$ cat src/rtl/flash_page_framer.sv
// flash_page_framer: buffers a byte stream into one flash page, pads a short page
// with PAD_BYTE, then announces the page with frame_flag and drains exactly
// PAGE_SIZE bytes over a valid/ready port to the page-program burst writer.
module flash_page_framer #(
  parameter int                 DSIZE     = 8,
  parameter int                 PAGE_SIZE = 256,
  parameter logic [DSIZE-1:0]   PAD_BYTE  = '1
) (
  input  logic             clock,
  input  logic             rst,
  input  logic             in_valid,
  output logic             in_ready,
  input  logic [DSIZE-1:0] in_data,
  input  logic             in_last,
  output logic             frame_flag,
  input  logic             wr_busy,
  output logic             out_valid,
  input  logic             out_ready,
  output logic [DSIZE-1:0] out_data,
  output logic [15:0]      page_count
);

  localparam int            AW       = $clog2(PAGE_SIZE);
  localparam logic [AW-1:0] LAST_IDX = AW'(PAGE_SIZE - 1);

  typedef enum logic [2:0] {
    S_FILL,
    S_PAD,
    S_ARM,
    S_DRAIN,
    S_WAIT
  } state_e;

  state_e             state_q, state_d;
  logic [AW-1:0]      wr_ptr_q, wr_ptr_d;
  logic [AW-1:0]      rd_ptr_q, rd_ptr_d;
  logic               out_valid_q, out_valid_d;
  logic [DSIZE-1:0]   out_data_q, out_data_d;
  logic               frame_flag_q, frame_flag_d;
  logic [15:0]        page_count_q, page_count_d;
  logic [1:0]         wait_cnt_q, wait_cnt_d;
  logic               seen_busy_q, seen_busy_d;

  logic               mem_we;
  logic [DSIZE-1:0]   mem_wdata;
  logic [DSIZE-1:0]   mem_q [PAGE_SIZE];

  // Pointer increment that wraps after the last page slot.
  function automatic logic [AW-1:0] ptr_next(input logic [AW-1:0] p);
    return (p == LAST_IDX) ? '0 : p + AW'(1);
  endfunction

  // Next-state, datapath and handshake logic for the page framer.
  always_comb begin
    state_d      = state_q;
    wr_ptr_d     = wr_ptr_q;
    rd_ptr_d     = rd_ptr_q;
    out_valid_d  = out_valid_q;
    out_data_d   = out_data_q;
    frame_flag_d = 1'b0;
    page_count_d = page_count_q;
    wait_cnt_d   = wait_cnt_q;
    seen_busy_d  = seen_busy_q;
    mem_we       = 1'b0;
    mem_wdata    = in_data;
    in_ready     = 1'b0;

    case (state_q)
      S_FILL: begin
        in_ready = !rst;
        if (in_valid && in_ready) begin
          mem_we   = 1'b1;
          wr_ptr_d = ptr_next(wr_ptr_q);
          if (wr_ptr_q == LAST_IDX) begin
            state_d = S_ARM;
          end else if (in_last) begin
            state_d = S_PAD;
          end
        end
      end

      S_PAD: begin
        mem_we    = 1'b1;
        mem_wdata = PAD_BYTE;
        wr_ptr_d  = ptr_next(wr_ptr_q);
        if (wr_ptr_q == LAST_IDX) begin
          state_d = S_ARM;
        end
      end

      S_ARM: begin
        if (!wr_busy) begin
          frame_flag_d = 1'b1;
          out_data_d   = mem_q[0];
          rd_ptr_d     = AW'(1);
          out_valid_d  = 1'b1;
          state_d      = S_DRAIN;
        end
      end

      S_DRAIN: begin
        // rd_ptr starts at 1 after the first preload, so it only wraps back to
        // zero on the PAGE_SIZE-th accepted beat.
        if (out_valid_q && out_ready) begin
          out_data_d = mem_q[rd_ptr_q];
          rd_ptr_d   = ptr_next(rd_ptr_q);
          if (rd_ptr_q == '0) begin
            out_valid_d  = 1'b0;
            page_count_d = page_count_q + 16'd1;
            wait_cnt_d   = '0;
            seen_busy_d  = 1'b0;
            state_d      = S_WAIT;
          end
        end
      end

      S_WAIT: begin
        if (seen_busy_q && !wr_busy) begin
          wr_ptr_d = '0;
          rd_ptr_d = '0;
          state_d  = S_FILL;
        end else if (wr_busy) begin
          seen_busy_d = 1'b1;
        end else if (!seen_busy_q) begin
          if (wait_cnt_q == 2'd3) begin
            wr_ptr_d = '0;
            rd_ptr_d = '0;
            state_d  = S_FILL;
          end else begin
            wait_cnt_d = wait_cnt_q + 2'd1;
          end
        end
      end

      default: begin
        state_d = S_FILL;
      end
    endcase
  end

  // State and control registers with synchronous reset.
  always_ff @(posedge clock) begin
    if (rst) begin
      state_q      <= S_FILL;
      wr_ptr_q     <= '0;
      rd_ptr_q     <= '0;
      out_valid_q  <= 1'b0;
      out_data_q   <= '0;
      frame_flag_q <= 1'b0;
      page_count_q <= '0;
      wait_cnt_q   <= '0;
      seen_busy_q  <= 1'b0;
    end else begin
      state_q      <= state_d;
      wr_ptr_q     <= wr_ptr_d;
      rd_ptr_q     <= rd_ptr_d;
      out_valid_q  <= out_valid_d;
      out_data_q   <= out_data_d;
      frame_flag_q <= frame_flag_d;
      page_count_q <= page_count_d;
      wait_cnt_q   <= wait_cnt_d;
      seen_busy_q  <= seen_busy_d;
    end
  end

  // Page buffer write port; contents need no reset.
  always_ff @(posedge clock) begin
    if (mem_we) begin
      mem_q[wr_ptr_q] <= mem_wdata;
    end
  end

  assign out_valid  = out_valid_q;
  assign out_data   = out_data_q;
  assign frame_flag = frame_flag_q;
  assign page_count = page_count_q;

endmodule

$ cat config.mk
export PLATFORM = sky130hd
export DESIGN_NAME = flash_page_framer
export DESIGN_NICKNAME = d
export VERILOG_FILES = /design/src/rtl/flash_page_framer.sv
export SDC_FILE = /design/constraint.sdc
export NUM_CORES = 2
export LEC_CHECK = 0
export ABC_AREA = 0
export CAP_MARGIN = 10
export CORE_ASPECT_RATIO = 0.7
export CORE_MARGIN = 2
export CORE_UTILIZATION = 50
export DETAILED_ROUTE_END_ITERATION = 10
export GPL_ROUTABILITY_DRIVEN = 0
export HOLD_SLACK_MARGIN = 0.1
export PLACE_DENSITY = 0.73
export SYNTH_ARGS = -nofsm -noshare
export SYNTH_HDL_FRONTEND = slang
export SYNTH_SLANG_ARGS = --single-unit
$ cat constraint.sdc
create_clock -name clock -period 10.4 [get_ports clock]
set_clock_uncertainty 0.2 [all_clocks]
set_input_delay 2.08 -clock clock [delete_from_list [all_inputs] [get_ports clock]]
set_output_delay 2.08 -clock clock [all_outputs]
set_load 0.05 [all_outputs]
==> results.cfg <==
[drt]
drc_errors = 0
ant_nets = 0
drt-initial-drc-count = 7736
first_pass_iters = 8
wirelength_mm = 222
vias = 43787
wl_per_cell_um = 33.6
vias_per_cell = 6.65

[clock_tree]
cts_max_level = 4
hold_buffers = 0
ctsResizeCount = 0
cts_tree = done
post_cts_buffers = 0
numCtsBuffers = 177
clk_path_buf_depth = 3
path_clk_slew_ns = 0.07
root_buffer = clkbuf_16
insertion_delay_ns = 0.80
cts.sinks = 2104

[pwr]
p_leak_uw = 0.0270
powerDensity_nw_per_um2 = 184
max-vdd-ir-drop_mv = 0.168

[critical_path]
ff2ff_path_depth = 8
path_max_fanout = 44
critPathSlowestCell = clkdlybuf4s50_1
r2r-end = out_data[6]
r2r_setup_slack_ns = 5.26
setup.worst_path.end_class = output port
cp.required_ns = 8.12
slowest_delay_ns = 0.86
crit_chain = buf_2, buf_4, nor4_1, clkdlybuf4s50_1
criticalPathCategory = primary input to output port
cp-start-kind = primary input
worstPathArrival_ns = 3.59

[timing]
rsz0062_at_grt = no
post-route-min-period_ns = 5.87
finalHoldViolations = 0
slew_headroom = 0.168
finalSetupViolations = 0
slew_viol_final = 0
fin_tns_setup_ns = 0
tightest_slew_ns = 1.24
fin_crit_sh = 0.564
fmax_mhz = 170
worst_slack_ns = 4.53

[finish]
final_common_cell = edfxtp_1
regArea_um2 = 62600
final_cell_mix = edfxtp_1 (2048), mux4_2 (439), nor2_1 (324)
syn2layout_area_growth_pct = 10.0
nets = 4266
multi_input_comb_area_um2 = 18500
nFillCells = 11936
layout-drive-gt1-share = 0.193

[run]
drv_cap = 0

[grt]
antenna_found_initial = 7
grt_max_degree = 171
grt.overflow.total = 0
grt_use_total = 0.261
grt_pass1_wl_mm = 316
first_global_vias = 41568

[worst_hold_path]
hp-class = register to register
hold_end = wait_cnt_q[1]
whs_path_depth = 2
min-delay-start = wait_cnt_q[1]

[floorplan]
fp-row-count = 124
chipWidth_um = 490
dieHeight_um = 344
start_util = 0.505
ios = 41
core_region_area_um2 = 164000
dieArea_um2 = 169000

[synthesis]
synth_warnings = 0
synth_nets = 4205
netlist_area_um2 = 82800
ys_ff_latch = 2104
synthFlopType = edfxtp_1
synth_top_area_share = 0.743
yosysUniqueCellTypes = 85
synthTopCellsByArea = edfxtp_1 (74%), mux4_2 (12%), mux2i_1 (2.6%)
synth_edf_count = 2048
seq_area_frac_synth = 0.756
syn_area_per_cell_um2 = 19.8
syn_inst = 4183
synthArstFlopShare = 0
synth_top_cell_by_area = edfxtp_1

[placed_design]
hpwl_mm = 133
io_buffers = 40
post-place-ws_ns = 4.35

[status]
outcome = finished, final reports clean
==> through the flow <==
step / total power [µW] / instance area, µm² / hold slack (ns) / utilization / instances
3_5_place_dp: 10100 / 85200 / 0.275 / 0.520 / 6269
3_3_place_gp: 10100 / 85200 / 0.242 / 0.520 / 6269
6_report: 16800 / 91100 / 0.281 / 0.556 / 6589
2_1_floorplan: 9890 / 82800 / 0.236 / - / 4183
4_1_cts: 16800 / 91100 / 0.284 / 0.556 / 6587
5_1_grt: 17100 / 91100 / 0.288 / 0.556 / 6588
==> cell families after synthesis <==
family	count (synthesis)	share of synthesized area
flops	2104	0.756
mux	665	0.147
xor+xnor	19	0.00201
simple gates	744	0.0393
buf+inv	269	0.0212
compound gates	374	0.0332
fa+ha+maj	8	0.00121
==> worst max path at each step <==
stage	end	start	slack [ns]	depth (start not counted)
after global routing	in_ready	rst	4.51	4
final	in_ready	rst	4.53	4
after floorplan	in_ready	rst	4.21	3
after CTS	in_ready	rst	4.56	4
after detailed placement	mem_q[22][0]	rst	4.35	9
after global placement	mem_q[22][0]	rst	4.43	9
==> synth_stat cells, types with 10 or more instances <==
library cell and n:
buf_1 16, nor2_1 325, a221oi_1 13, xor2_1 15, buf_2 59, o21ai_0 27, nor3_1 39, and3_1 23
nand4_1 17, mux2i_1 217, a22oi_1 29, nand3_1 59, a31oi_1 16, o221ai_1 44, or2_2 14, mux4_2 439
and2_1 12, a211oi_1 19, buf_6 29, edfxtp_1 2048, nand2_1 194, clkbuf_1 102, a21oi_1 66, buf_12 13
or3_1 11, a311oi_1 18, inv_1 10, o22ai_1 53, buf_8 15, buf_4 20, dfxtp_1 56, nor2b_1 17
==> area by class of cell <==
class / count / area share
Clock buffer: 220 / 0.0515
Inverter: 14 / 0.000618
Sequential cell: 2104 / 0.687
Clock inverter: 98 / 0.0126
Antenna cell: 1 / 0.0000275
Multi-Input combinational cell: 1810 / 0.203
Timing Repair Buffer: 137 / 0.0146
Tap cell: 2205 / 0.0303
==> routing by layer <==
layer | global-route usage | up-vias | wire, µm
met3 | 0.108 | 389 | 38200
met2 | 0.346 | 3613 | 90000
met5 | 0 | - | 34
li1 | - | 17264 | -
met1 | 0.395 | 22515 | 87000
met4 | 0.0768 | 6 | 6290
==> flip-flops by register name (all words and copies together), names as in the netlist, named ones only <==
register and count:
frame_flag 1, mem_q 2048, out_data 8, out_valid 1
page_count 16, rd_ptr_q 8, seen_busy_q 1, state_q 3
wait_cnt_q 2, wr_ptr_q 8
==> worst max-delay path, delay by kind of cell <==
| family | cells | cell delay (ns) |
|---|---|---|
| buffers and inverters | 3 | 1.26 |
| AND/OR/NAND/NOR | 1 | 0.23 |
==> report_power, final <==
group	internal, µW	switching, µW	total, µW
logic	90.6	418	509
registers	9430	20.3	9450
clock network	3770	3030	6800
Power figures use the tool's default switching activity.
